File: config.mk
export PLATFORM = sky130hd
export DESIGN_NAME = thr_timing_gen
export DESIGN_NICKNAME = d
export VERILOG_FILES = /design/src/rtl/thr_pkg.sv /design/src/rtl/thr_sync_delay.sv /design/src/rtl/thr_timing_gen.sv
export SDC_FILE = /design/constraint.sdc
export NUM_CORES = 1
export LEC_CHECK = 0
export ABC_AREA = 1
export CAP_MARGIN = 20
export CORE_ASPECT_RATIO = 1.25
export CORE_MARGIN = 2
export CORE_UTILIZATION = 25
export CTS_CLUSTER_DIAMETER = 200
export DETAILED_ROUTE_END_ITERATION = 10
export PLACE_DENSITY = 0.46
export SLEW_MARGIN = 20
export SYNTH_ARGS = -nofsm -noshare
export SYNTH_HDL_FRONTEND = slang
export SYNTH_SLANG_ARGS = --single-unit
File: constraint.sdc
create_clock -name clk -period 1.3 [get_ports clk]
set_input_delay 0.26 -clock clk [delete_from_list [all_inputs] [get_ports clk]]
set_output_delay 0.26 -clock clk [all_outputs]
set_load 0.03 [all_outputs]
File: src/rtl/thr_pkg.sv
// Shared types and helpers for the thr_* video timing blocks.
package thr_pkg;

  typedef enum logic [1:0] {
    IDLE  = 2'd0,
    RUN   = 2'd1,
    DRAIN = 2'd2
  } thr_state_e;

  localparam logic [1:0] TPG_PIX     = 2'd0;
  localparam logic [1:0] TPG_CHECKER = 2'd1;
  localparam logic [1:0] TPG_VBARS   = 2'd2;
  localparam logic [1:0] TPG_ONES    = 2'd3;

  function automatic int cnt_w(input int total);
    return (total < 2) ? 1 : $clog2(total);
  endfunction

endpackage

File: src/rtl/thr_sync_delay.sv
// N-deep shift register for the {hs,vs,de,busy} timing bundle; cleared by rst.
module thr_sync_delay #(
  parameter int N = 2,
  parameter int W = 4
) (
  input  logic         clk,
  input  logic         rst,
  input  logic [W-1:0] d,
  output logic [W-1:0] q
);

  logic [W-1:0] dly_p [N];

  always_ff @(posedge clk) begin
    if (rst) begin
      for (int i = 0; i < N; i++) dly_p[i] <= '0;
    end else begin
      dly_p[0] <= d;
      for (int i = 1; i < N; i++) dly_p[i] <= dly_p[i-1];
    end
  end

  assign q = dly_p[N-1];

endmodule

File: src/rtl/thr_timing_gen.sv
// Video timing generator: frame counters, en-gated run/drain FSM, 2-clock aligned outputs.
// Optional test-pattern source on out_data when THR_TIMING_GEN_TPG_EN is defined.
module thr_timing_gen
  import thr_pkg::*;
#(
  parameter int H_ACTIVE = 480,
  parameter int H_FP     = 8,
  parameter int H_SYNC   = 4,
  parameter int H_BP     = 8,
  parameter int V_ACTIVE = 272,
  parameter int V_FP     = 2,
  parameter int V_SYNC   = 2,
  parameter int V_BP     = 2,
  parameter int SYNC_POL = 1
) (
  input  logic       clk,
  input  logic       rst,
  input  logic       en,
  output logic       pix_req,
  input  logic       pix_in,
`ifdef THR_TIMING_GEN_TPG_EN
  input  logic [1:0] tpg_sel,
`endif
  output logic       out_hs,
  output logic       out_vs,
  output logic       out_de,
  output logic       out_data,
  output logic       busy,
  output logic [7:0] frame_cnt
);

  localparam int H_TOTAL = H_ACTIVE + H_FP + H_SYNC + H_BP;
  localparam int V_TOTAL = V_ACTIVE + V_FP + V_SYNC + V_BP;
  localparam int HW      = cnt_w(H_TOTAL);
  localparam int VW      = cnt_w(V_TOTAL);
  localparam logic POL   = (SYNC_POL != 0);

  thr_state_e    state, state_nx;
  logic [HW-1:0] h_cnt;
  logic [VW-1:0] v_cnt;
  logic [31:0]   h_pos, v_pos;
  logic          active, h_last, v_last, frame_end;
  logic          hs_p0, vs_p0, de_p0;
  logic          hs_p2, vs_p2, de_p2, busy_p2;
  logic          data_nx, data_p2;

  assign h_pos     = 32'(h_cnt);
  assign v_pos     = 32'(v_cnt);
  assign active    = (state != IDLE);
  assign h_last    = (h_pos == H_TOTAL - 1);
  assign v_last    = (v_pos == V_TOTAL - 1);
  assign frame_end = active && h_last && v_last;

  always_ff @(posedge clk) begin
    if (rst) state <= IDLE;
    else     state <= state_nx;
  end

  // en only takes effect at a frame boundary; a frame is never cut short.
  always_comb begin
    state_nx = state;
    unique case (state)
      IDLE:    if (en) state_nx = RUN;
      RUN:     if (!en) state_nx = frame_end ? IDLE : DRAIN;
      DRAIN:   if (frame_end) state_nx = en ? RUN : IDLE;
      default: state_nx = IDLE;
    endcase
  end

  always_ff @(posedge clk) begin
    if (rst || !active) begin
      h_cnt <= '0;
      v_cnt <= '0;
    end else if (h_last) begin
      h_cnt <= '0;
      v_cnt <= v_last ? '0 : v_cnt + 1'b1;
    end else begin
      h_cnt <= h_cnt + 1'b1;
    end
  end

  always_ff @(posedge clk) begin
    if (rst)            frame_cnt <= 8'd0;
    else if (frame_end) frame_cnt <= frame_cnt + 8'd1;
  end

  // p0: decode from the live counters
  assign de_p0 = active && (h_pos < H_ACTIVE) && (v_pos < V_ACTIVE);
  assign hs_p0 = active && (h_pos >= H_ACTIVE + H_FP) && (h_pos < H_ACTIVE + H_FP + H_SYNC);
  assign vs_p0 = active && (v_pos >= V_ACTIVE + V_FP) && (v_pos < V_ACTIVE + V_FP + V_SYNC);

`ifdef THR_TIMING_GEN_TPG_EN
  logic tpg_p0, tpg_p1, sel_pix_p1;

  assign pix_req = de_p0 && (tpg_sel == TPG_PIX);

  always_comb begin
    tpg_p0 = 1'b0;
    case (tpg_sel)
      TPG_CHECKER: tpg_p0 = h_pos[3] ^ v_pos[3];
      TPG_VBARS:   tpg_p0 = h_pos[4];
      TPG_ONES:    tpg_p0 = 1'b1;
      default:     tpg_p0 = 1'b0;
    endcase
  end

  // p1: pattern bit waits one clock so it lines up with the fetched pix_in
  always_ff @(posedge clk) begin
    if (rst) begin
      tpg_p1     <= 1'b0;
      sel_pix_p1 <= 1'b1;
    end else begin
      tpg_p1     <= tpg_p0;
      sel_pix_p1 <= (tpg_sel == TPG_PIX);
    end
  end

  assign data_nx = sel_pix_p1 ? pix_in : tpg_p1;
`else
  assign pix_req = de_p0;
  assign data_nx = pix_in;
`endif

  thr_sync_delay #(.N(2), .W(4)) u_sync_delay (
    .clk (clk),
    .rst (rst),
    .d   ({hs_p0, vs_p0, de_p0, active}),
    .q   ({hs_p2, vs_p2, de_p2, busy_p2})
  );

  // p2: pixel lands here, aligned with the delayed timing bundle
  always_ff @(posedge clk) begin
    if (rst) data_p2 <= 1'b0;
    else     data_p2 <= data_nx;
  end

  assign out_hs   = hs_p2 ? POL : ~POL;
  assign out_vs   = vs_p2 ? POL : ~POL;
  assign out_de   = de_p2;
  assign out_data = data_p2 & de_p2;
  assign busy     = busy_p2;

endmodule
* After elaboration in Yosys (flattened, before gate mapping)
Memory sizes are Yosys's and may differ from the RTL's.
Index checks and enable logic that the tools add are counted.
** Operators by class
- $add $sub $neg :: 3
- Order comparisons :: 6
- Equal/unequal tests :: 7
- Mux-type cells :: 14
- Bitwise gates (word level) :: 3
- Reduce and logical (&&, ||, !) cells :: 14
** Operators with widths (number)
- < comparator 9 bit (second input constant) :: 4
- adder 9 x 1 -> 9 bit (second input constant) :: 2
- equality test 9 bit (second input constant) :: 2
- greater-or-equal comparator 9 bit (second input constant) :: 2
- 2-to-1 mux 9 bit :: 1
- adder 8 x 1 -> 8 bit (second input constant) :: 1
- logical AND 1 bit :: 8
- 2-to-1 mux 2 bit :: 4
- 2-to-1 mux 4 bit :: 2
- 2-to-1 mux 1 bit :: 6
- inequality test 2 bit (second input constant) :: 3
- one-hot mux 2 bit (3 select lines) :: 1
- AND reduction 3 bit :: 1
- equality test 2 x 1 -> 1 bit (second input constant) :: 1
- equality test 2 bit (second input constant) :: 1
- logical NOT 2 bit :: 1
- bitwise OR 1 bit :: 2
- nonzero test 2 bit :: 1
- OR reduction 2 bit :: 1
- bitwise AND 1 bit :: 1
- logical NOT 1 bit :: 1
- logical OR 1 bit :: 1
** Word-level totals
- Bits in registers :: 29
- RAM bits :: 8
- Bits of input ports :: 4
- Output and inout bits :: 14
- Logic and storage cells :: 53
- Memories kept :: 1
** Memory list
- u_sync_delay.dly_p :: words 2, width 4, rd ports 2, clocked after Yosys merged registers in 0, wr ports 2, RTL line thr_sync_delay.sv:12 : logic [W-1:0] dly_p [N];

* Logic depth before layout (Yosys ltp)
Gate-level depths: netlist of the first run.
- Depth in word-level cells :: 6
- Depth in mapped cells :: 10
- Gate-level depth less buffers :: 10

* Modules after synthesis
Synthesis of the first run repeated with hierarchy kept, for this count alone.
** Unflattened totals
- Cells, all modules :: 278
- Area, all modules :: 1946.9 um2
** By module, submodules not included
- thr_timing_gen :: instances 1, cells an instance 249, area each 1685.4 um2, seq. area each 580.6 um2
- thr_sync_delay :: instances 1, cells an instance 29, area each 261.5 um2, seq. area each 160.2 um2

* Worst setup path before layout of the first run
No wires, ideal clock.
- Path type :: register to output
- Start point :: reg state[1]
- End point :: out pix_req
- Arrival time :: 1.290 ns
- Data required time :: 1.040 ns
- Setup slack :: -0.250 ns
- Cell stages (with the launch flop) :: 5
- Path buffers :: 0
- Path through :: dfxtp_1 -> nor2_4 -> inv_1 -> nand2_1 -> nor3_1
** Between the ends
- Word-level cells in the longest chain between the ends :: 3
** Ends and longest elaborated chain
- from (decl) :: RTL line thr_timing_gen.sv:38 : thr_state_e state, state_nx;
- from (signal assigned) :: RTL line thr_timing_gen.sv:56 : else state <= state_nx;
- nonzero test 2 bit :: RTL line thr_timing_gen.sv:49 : assign active = (state != IDLE);
- logical AND 1 bit (2 in a row) :: RTL line thr_timing_gen.sv:88 : assign de_p0 = active && (h_pos < H_ACTIVE) && (v_pos < V_ACTIVE);
- to (decl) :: RTL line thr_timing_gen.sv:19 : output logic pix_req,
No other way between the ends.

* Final worst setup path of the first run
- Start point :: reg v_cnt[6]
- End point :: out pix_req
** Between the ends
- Word-level cells in the longest chain between the ends :: 2
** Ends and longest elaborated chain
- from (decl) :: RTL line thr_timing_gen.sv:40 : logic [VW-1:0] v_cnt;
- from (signal assigned) :: RTL line thr_timing_gen.sv:76 : v_cnt <= v_last ? '0 : v_cnt + 1'b1;
- < comparator 9 bit :: RTL line thr_timing_gen.sv:88
- logical AND 1 bit :: RTL line thr_timing_gen.sv:88
No other way between the ends.

==> results of run 1 <==
==> registers in the layout (all words and copies together) (netlist names) <==
| name | cells |
|---|---|
| frame_cnt | 8 |
| state | 2 |
| v_cnt | 9 |
| h_cnt | 9 |
| data_p2 | 1 |
| u_sync_delay.dly_p | 8 |
==> worst min-delay path, cell delays in order, from the launching register on <==
cell and delay, ns:
sky130_fd_sc_hd__dfxtp_1 0.30, sky130_fd_sc_hd__inv_1 0.04, sky130_fd_sc_hd__nor2_1 0.03
==> through the flow <==
stage	worst slack (ns)	TNS (ns)	instances	area, um^2	util
2_1_floorplan	-0.000158	-0.000158	276	1870	-
3_3_place_gp	-0.115	-1.44	422	2430	0.334
3_5_place_dp	-0.120	-1.67	422	2430	0.334
4_1_cts	-0.210	-0.346	432	2620	0.360
5_1_grt	-0.217	-2.36	437	2820	0.388
6_report	-0.135	-0.422	437	2820	0.388
==> routing by layer <==
layer,routed length [um],part of all wire
met1,1950,0.43
met2,2380,0.53
met3,113,0.025
met4,78,0.017
met5,0,0
==> cell families (layout without fill, tap and decap cells) <==
logic type,Yosys count,count (layout),synth area share
compound gates,20,20,0.0553
xor+xnor,1,1,0.00472
fa+ha+maj,5,5,0.0337
buf+inv,56,125,0.118
flops,37,37,0.399
simple gates,157,157,0.389
==> timing repair <==
| action | CTS | global route |
|---|---|---|
| setup endpoints to repair | 30 | 29 |
| setup buffers | 2 | 5 |
| resized for setup | 43 | 59 |
| gates cloned | 0 | 0 |
| pin swaps | 11 | 22 |
==> worst paths after layout <==
| check | endpoint | cells after the start | slack (ns) |
|---|---|---|---|
| worst min-delay path | u_sync_delay.dly_p[0][7]$_SDFF_PP0_ | 2 | 0.40 |
| worst max register to register | v_cnt[6]$_SDFFE_PP0N_ | 8 | -0.07 |
| worst max-delay path | pix_req | 4 | -0.13 |
| worst min register to register | u_sync_delay.dly_p[0][7]$_SDFF_PP0_ | 2 | 0.40 |
==> synth_stat cells (2+ instances only) <==
cell type,instances,area (um^2)
sky130_fd_sc_hd__nand4_1,5,31.3
sky130_fd_sc_hd__inv_1,51,191
sky130_fd_sc_hd__o21ai_0,6,30.0
sky130_fd_sc_hd__ha_1,5,62.6
sky130_fd_sc_hd__inv_2,3,11.3
sky130_fd_sc_hd__nor2_4,5,56.3
sky130_fd_sc_hd__nand3_1,21,105
sky130_fd_sc_hd__nand2_2,6,37.5
sky130_fd_sc_hd__nand2_1,58,218
sky130_fd_sc_hd__and3_1,2,12.5
sky130_fd_sc_hd__nor3_1,11,55.1
sky130_fd_sc_hd__dfxtp_1,37,741
sky130_fd_sc_hd__nor2_1,43,161
sky130_fd_sc_hd__a21oi_1,13,65.1
==> layout make-up <==
class / instances / area, um^2
repair buffers: 63 / 512
clock buffers: 6 / 72.6
fillers: 802 / 4450
multi-input cells: 183 / 1150
clock inverters: 2 / 10.0
flip-flops and latches: 37 / 762
inverters: 54 / 203
well taps: 92 / 115
==> power groups by stage <==
stage	clock network, W	logic, W	registers [W]
3_3_place_gp	0	0.000117	0.00118
5_1_grt	0.000877	0.000133	0.00116
3_5_place_dp	0	0.000117	0.00118
2_1_floorplan	0	0.0000600	0.00119
6_report	0.000786	0.000121	0.00116
4_1_cts	0.000823	0.000119	0.00115
==> flow_summary.rst, run 1 <==
.. list-table::
   :header-rows: 1

   * - Metric
     - Value
   * - CP bufs+invs
     - 1
   * - Worst-case clock skew
     - 0.0101 ns
   * - Standby leakage power
     - 1.21 nW
   * - Post-route DRC
     - 0
   * - Final Hold Slack
     - 0.402 ns
   * - Largest delay share family, worst path
     - flip-flops
   * - Number of hold violations in the final report
     - 0
   * - Antenna diode instance count
     - 0
   * - Die area
     - 8130 um^2
   * - Worst IR Drop VDD
     - 0.444 mV
   * - Half-perimeter wire length after placement
     - 3410 um
   * - Core ar.
     - 7270 um^2
   * - Final nets
     - 353
   * - Net Sw Frac
     - 0.240
   * - Routability congestion estimate
     - 0.771
   * - Final setup fails
     - 9
   * - Via count of the first global-routing pass
     - 1,764
   * - GR Overflow Total
     - 0
   * - Most frequent cells in the layout
     - sky130_fd_sc_hd__nand2_1 (51), sky130_fd_sc_hd__buf_4 (46), sky130_fd_sc_hd__inv_1 (41), sky130_fd_sc_hd__nor2_1 (32), sky130_fd_sc_hd__dfxtp_1 (20)
   * - Fraction of layout instances using a drive strength above 1
     - 0.417
   * - Type of destination of the critical path
     - primary output
   * - Number of I/O port buffers
     - 17
   * - Final Worst Setup Slack
     - -0.135 ns
   * - Main synth FF type
     - sky130_fd_sc_hd__dfxtp_1
   * - Tightest Pin Transition
     - 0.330 ns
   * - Final critical-path share of the clock period
     - 1.10
   * - Arrival time of the worst setup path
     - 1.17 ns
   * - Largest net degree at the start of global routing
     - 13
   * - Top achievable clock speed
     - 0.697 GHz
   * - Slowest cell on the critical path
     - sky130_fd_sc_hd__dfxtp_2
   * - Flops & latches, synth
     - 37
   * - Final max-slew violation count
     - 0
   * - Final Critical Period
     - 1.43 ns
   * - Most common cell after layout, fill and taps aside
     - sky130_fd_sc_hd__nand2_1
   * - Post-DRT Antenna Nets
     - 0
   * - Fraction of power consumed by the clock network
     - 0.381
   * - Share of power burned in registers
     - 0.560
   * - Wire length of the first global-routing pass
     - 7850 um
   * - Worst setup path startpoint
     - v_cnt[6]$_SDFFE_PP0N_
   * - CTS tree
     - yes
   * - Register clock-pin slew on the reported worst setup and hold paths
     - 0.07 ns
   * - Switching power of the nets
     - 0.000494 W
   * - Width of the chip
     - 81.0 um
   * - Area of the mapped netlist
     - 1850 um^2
   * - Vertical die dimension
     - 100 um
   * - Critical Path, Cell by Cell
     - nor2_4 > a21oi_2 > nor3_2 > buf_4
   * - Critical path startpoint category
     - flip-flop
   * - Synthesis-to-finish area growth
     - 52.2%
   * - Number of buffers inserted during clock tree synthesis
     - 5
   * - Busiest grt layer
     - met2
   * - Met1 usage in global routing
     - 0.142
   * - Number of antenna violations at the first check in global routing
     - 0
   * - Start point of the worst min-delay path
     - u_sync_delay.dly_p[0][3]$_SDFF_PP0_
   * - Number of clock sinks seen by CTS
     - 37
   * - Critical path type
     - flip-flop to primary output
   * - WL/cell
     - 10.3 um
   * - Clock latency at the later pin of the worst-skew pair
     - 0.29 ns
   * - Post-synth EDFFs
     - 0
   * - Hold WC Path Type
     - flip-flop to flip-flop
   * - Synth Warn #
     - 0
   * - Std cell rows
     - 35
   * - Worst-case clock buffer depth
     - 2
   * - Relative slew margins
     - 0.778
   * - Max-capacitance violation count
     - 0
   * - Global router's overall resource usage
     - 0.123
   * - Number of hold-repair buffers added at the cts stage
     - 0
   * - Worst stage delay on the critical path
     - 0.34 ns
   * - Launch point of the worst reg-to-reg path
     - h_cnt[0]$_SDFF_PP0_
   * - Total number of vias
     - 1,836
   * - Post-synthesis average cell area
     - 6.72 um^2
   * - Synthesized net count
     - 285
   * - Result of the run
     - finished with violations
   * - Distinct cells, synth
     - 24
   * - Met3 GRT Util
     - 0.0225
   * - Violations in the final reports
     - setup timing
   * - Post-Syn Instances
     - 276
   * - Effective utilization at floorplan
     - 0.255
   * - Overall routed net length
     - 4510 um
   * - RSZ-0062 raised after global routing
     - yes
   * - Int Power
     - 0.00157 W
   * - GR met2 Demand/Resource
     - 0.221
   * - Power density over cell area
     - 731 nW/um^2
   * - Portion of the post-synthesis area used by sequential elements
     - 0.399
   * - CTS Root Cell
     - sky130_fd_sc_hd__clkbuf_8
   * - Required time of the critical path
     - 1.04 ns
   * - Fraction of synthesis flops using an asynchronous set or reset pin
     - 0
   * - Max FO, Critical Path
     - 2
   * - Total iterations of the first detailed-routing run
     - 4
   * - Part of the total power dissipated in combinational logic
     - 0.059
   * - Total number of H-tree levels
     - 2
   * - Via density
     - 4.20
   * - I/O pin total
     - 18
   * - Number of DRC markers after the initial detailed-route iteration
     - 45
   * - Total power
     - 0.00206 W
Note: power is estimated with default switching activity, not from simulation.
==> run 2, diff against run 1 <==
--- a/config.mk
+++ b/config.mk
@@ -15,2 +15,3 @@
 export PLACE_DENSITY = 0.46
+export REMOVE_ABC_BUFFERS = 1
 export SLEW_MARGIN = 20
==> constraint.sdc (replaced) <==
create_clock -name clk -period 1.3 [get_ports clk]
set_input_delay 0.195 -clock clk [delete_from_list [all_inputs] [get_ports clk]]
set_output_delay 0.195 -clock clk [all_outputs]
set_load 0.03 [all_outputs]
==> run 2 against run 1 <==
Net effect:
- the run still ends with setup timing left
- utilization is 3.5 points higher
- design area is 9.1% higher
- sequential power hardly changed
- largest cell class unchanged
- via count is 5.1% higher
- die area stayed put
- setup slack better by 0.0038 ns
- total power is 5.1% higher
- critical path type unchanged
- global-route usage is 0.32 points lower
- sequential share of layout area is 2.4 points lower
- sequential cell count stayed put
- fmax is 0.26% higher
- hold slack better by 0.0024 ns
==> flow_summary.rst, run 2 (same netlist as run 1, synthesis figures left out) <==
.. list-table::
   :header-rows: 1

   * - Metric
     - Value
   * - Result of the run
     - finished with violations (unchanged)
   * - Violations in the final reports
     - setup timing (unchanged)
   * - Number of I/O port buffers
     - 17 (unchanged)
   * - Type of destination of the critical path
     - primary output (unchanged)
   * - Total number of vias
     - 1,930 (was 1,836)
   * - Fraction of power consumed by the clock network
     - 0.408 (was 0.381)
   * - Via density
     - 4.30 (was 4.20)
   * - Top flop regs
     - h_cnt: 9 flops, v_cnt: 9 flops (unchanged)
   * - Effective utilization at floorplan
     - 0.255 (unchanged)
   * - Number of antenna violations at the first check in global routing
     - 0 (unchanged)
   * - Standby leakage power
     - 1.34 nW (was 1.21 nW)
   * - Part of the total power dissipated in combinational logic
     - 0.060 (was 0.059)
   * - Arrival time of the worst setup path
     - 1.24 ns (was 1.17 ns)
   * - Number of hold violations in the final report
     - 0 (unchanged)
   * - Switching power of the nets
     - 0.000489 W (was 0.000494 W)
   * - Seq. cell area
     - 757 um^2 (was 762 um^2)
   * - Int Power
     - 0.00168 W (was 0.00157 W)
   * - Share of power burned in registers
     - 0.532 (was 0.560)
   * - Top achievable clock speed
     - 0.699 GHz (was 0.697 GHz)
   * - Worst Reg2Reg Path Length in Cells
     - 9 (was 8)
   * - Final Critical Period
     - 1.43 ns (about the same)
   * - WL/cell
     - 10.8 um (was 10.3 um)
   * - Final setup fails
     - 14 (was 9)
   * - Critical path type
     - flip-flop to primary output (unchanged)
   * - Start point of the worst min-delay path
     - u_sync_delay.dly_p[0][2]$_SDFF_PP0_ (was u_sync_delay.dly_p[0][3]$_SDFF_PP0_)
   * - CTS tree
     - yes (unchanged)
   * - Number of clock sinks seen by CTS
     - 37 (unchanged)
   * - Max FO, Critical Path
     - 2 (unchanged)
   * - Final nets
     - 365 (was 353)
   * - Number of DRC markers after the initial detailed-route iteration
     - 72 (was 45)
   * - Core ar.
     - 7270 um^2 (unchanged)
   * - Worst-case clock buffer depth
     - 2 (unchanged)
   * - Die area
     - 8130 um^2 (unchanged)
   * - Via count of the first global-routing pass
     - 1,747 (was 1,764)
   * - Worst hold stages
     - 2 (unchanged)
   * - Register clock-pin slew on the reported worst setup and hold paths
     - 0.07 ns (about the same)
   * - CTS Root Cell
     - sky130_fd_sc_hd__clkbuf_8 (unchanged)
   * - Critical path startpoint category
     - flip-flop (unchanged)
   * - Post-Place Worst Slack
     - -0.165 ns (was -0.120 ns)
   * - Global router's overall resource usage
     - 0.120 (was 0.123)
   * - Worst IR Drop VDD
     - 0.340 mV (was 0.444 mV)
   * - Std cell rows
     - 35 (unchanged)
   * - Post-route DRC
     - 0 (unchanged)
   * - Area occupied by multi-input gates
     - 1230 um^2 (was 1150 um^2)
   * - Fill cell instance count of the final layout
     - 744 (was 802)
   * - Tightest Pin Transition
     - 0.300 ns (was 0.330 ns)
   * - Wire length of the first global-routing pass
     - 7650 um (was 7850 um)
   * - Relative slew margins
     - 0.801 (was 0.778)
   * - Antenna diode instance count
     - 0 (unchanged)
   * - Power density over cell area
     - 704 nW/um^2 (was 731 nW/um^2)
   * - Total number of H-tree levels
     - 2 (unchanged)
   * - Post-DRT Antenna Nets
     - 0 (unchanged)
   * - Routability congestion estimate
     - 0.845 (was 0.771)
   * - Hold Path Sink
     - u_sync_delay.dly_p[0][6]$_SDFF_PP0_ (was u_sync_delay.dly_p[0][7]$_SDFF_PP0_)
   * - Worst setup path startpoint
     - v_cnt[5]$_SDFFE_PP0N_ (was v_cnt[6]$_SDFFE_PP0N_)
   * - GR Overflow Total
     - 0 (unchanged)
   * - Required time of the critical path
     - 1.11 ns (was 1.04 ns)
   * - Max-capacitance violation count
     - 0 (unchanged)
   * - FF-to-FF setup slack
     - -0.11 ns (was -0.07 ns)
   * - Sum of negative setup slack
     - -0.840 ns (was -0.422 ns)
   * - Final Worst Setup Slack
     - -0.131 ns (was -0.135 ns)
   * - Worst-case clock skew
     - 0.00696 ns (was 0.0101 ns)
   * - RSZ-0062 raised after global routing
     - yes (unchanged)
   * - Number of buffers inserted during clock tree synthesis
     - 5 (unchanged)
   * - Vertical die dimension
     - 100 um (unchanged)
   * - Final max-slew violation count
     - 0 (unchanged)
   * - Overall routed net length
     - 4870 um (was 4510 um)
   * - I/O pin total
     - 18 (unchanged)
   * - Net Sw Frac
     - 0.226 (was 0.240)
   * - Launch point of the worst reg-to-reg path
     - h_cnt[0]$_SDFF_PP0_ (unchanged)
   * - Most common cell after layout, fill and taps aside
     - sky130_fd_sc_hd__nand2_1 (unchanged)
   * - Most frequent cells in the layout
     - sky130_fd_sc_hd__nand2_1 (50), sky130_fd_sc_hd__inv_1 (43), sky130_fd_sc_hd__buf_4 (41), sky130_fd_sc_hd__nor2_1 (31), sky130_fd_sc_hd__dfxtp_1 (26) (was sky130_fd_sc_hd__nand2_1 (51), sky130_fd_sc_hd__buf_4 (46), sky130_fd_sc_hd__inv_1 (41), sky130_fd_sc_hd__nor2_1 (32), sky130_fd_sc_hd__dfxtp_1 (20))
   * - Synthesis-to-finish area growth
     - 66.1% (was 52.2%)
   * - Clock latency at the later pin of the worst-skew pair
     - 0.28 ns (was 0.29 ns)
   * - Largest net degree at the start of global routing
     - 12 (was 13)
   * - Fraction of layout instances using a drive strength above 1
     - 0.429 (was 0.417)
   * - Total iterations of the first detailed-routing run
     - 4 (unchanged)
   * - Final critical-path share of the clock period
     - 1.10 (about the same)
   * - Crit Reg-Reg Endpoint
     - frame_cnt[0]$_SDFFE_PP0P_ (was v_cnt[6]$_SDFFE_PP0N_)
   * - Half-perimeter wire length after placement
     - 3390 um (was 3410 um)
   * - Width of the chip
     - 81.0 um (unchanged)
   * - Hold WC Path Type
     - flip-flop to flip-flop (unchanged)
[run 2: cell types whose count changed in the layout (fill, tap and decap cells not counted), moves of 3 or more]
cell,change
sky130_fd_sc_hd__buf_6,+12
sky130_fd_sc_hd__dfxtp_2,-7
sky130_fd_sc_hd__dfxtp_1,+6
sky130_fd_sc_hd__dlygate4sd2_1,+6
sky130_fd_sc_hd__buf_4,-5
sky130_fd_sc_hd__inv_2,-3
sky130_fd_sc_hd__nand2_4,+3
sky130_fd_sc_hd__nor3_1,-3
sky130_fd_sc_hd__nor3_2,+3
[run 2: critical path, stage by stage, from the launching register on]
cell,delay (ns)
sky130_fd_sc_hd__dfxtp_2,0.33
sky130_fd_sc_hd__nor2_4,0.12
sky130_fd_sc_hd__nand3_2,0.10
sky130_fd_sc_hd__buf_4,0.15
sky130_fd_sc_hd__inv_2,0.05
sky130_fd_sc_hd__nor3_2,0.03
sky130_fd_sc_hd__buf_4,0.17
[run 2: stage by stage]
stage | utilization | cells | total power (W) | instance area, um^2 | hold slack (ns)
final | 0.424 | 449 | 0.00217 | 3080 | 0.404
after CTS | 0.369 | 437 | 0.00220 | 2680 | 0.406
after global placement | 0.334 | 424 | 0.00130 | 2430 | 0.389
after global routing | 0.424 | 449 | 0.00227 | 3080 | 0.418
after detailed placement | 0.334 | 424 | 0.00130 | 2430 | 0.396
after floorplan | - | 274 | 0.00124 | 1840 | 0.264
[run 2: cell type report]
class,count,share of cell area
inverter,54,0.0666
tap,92,0.0374
clock inverter,1,0.00163
timing repair buffer,75,0.218
clock buffer,7,0.0313
multi-input combinational,183,0.399
sequential,37,0.246
[run 2: power by group through the flow]
stage	logic (W)	clock network, W	registers (W)
4_1_cts	0.000121	0.000921	0.00115
2_1_floorplan	0.0000550	0	0.00119
6_report	0.000130	0.000885	0.00115
5_1_grt	0.000142	0.000977	0.00116
3_3_place_gp	0.000120	0	0.00118
3_5_place_dp	0.000120	0	0.00118
[run 2: metal layers]
metal,share of wire,routed length (um),vias to the layer above,GRT usage
li1,-,-,1009,-
met1,0.40,1950,890,0.137
met4,0.015,73,0,0.0430
met3,0.027,133,4,0.0279
met5,0,0,-,0
met2,0.56,2710,27,0.214
[run 2: timing repair]
action                     CTS  global route
hold buffers                 0             0
gates cloned                 0             0
setup endpoints to repair   35            28
hold endpoints to repair     0             0
resized for setup           55            80
pin swaps                   22            36
buffers inserted             5            12
[run 2: worst max-delay path by stage]
stage	to	slack (ns)	cells after the start
2_1_floorplan	pix_req	-0.18	4
3_3_place_gp	v_cnt[5]$_SDFFE_PP0N_	-0.1	10
3_5_place_dp	v_cnt[5]$_SDFFE_PP0N_	-0.17	8
4_1_cts	pix_req	-0.19	5
5_1_grt	frame_cnt[3]$_SDFFE_PP0P_	-0.23	9
6_report	pix_req	-0.13	6
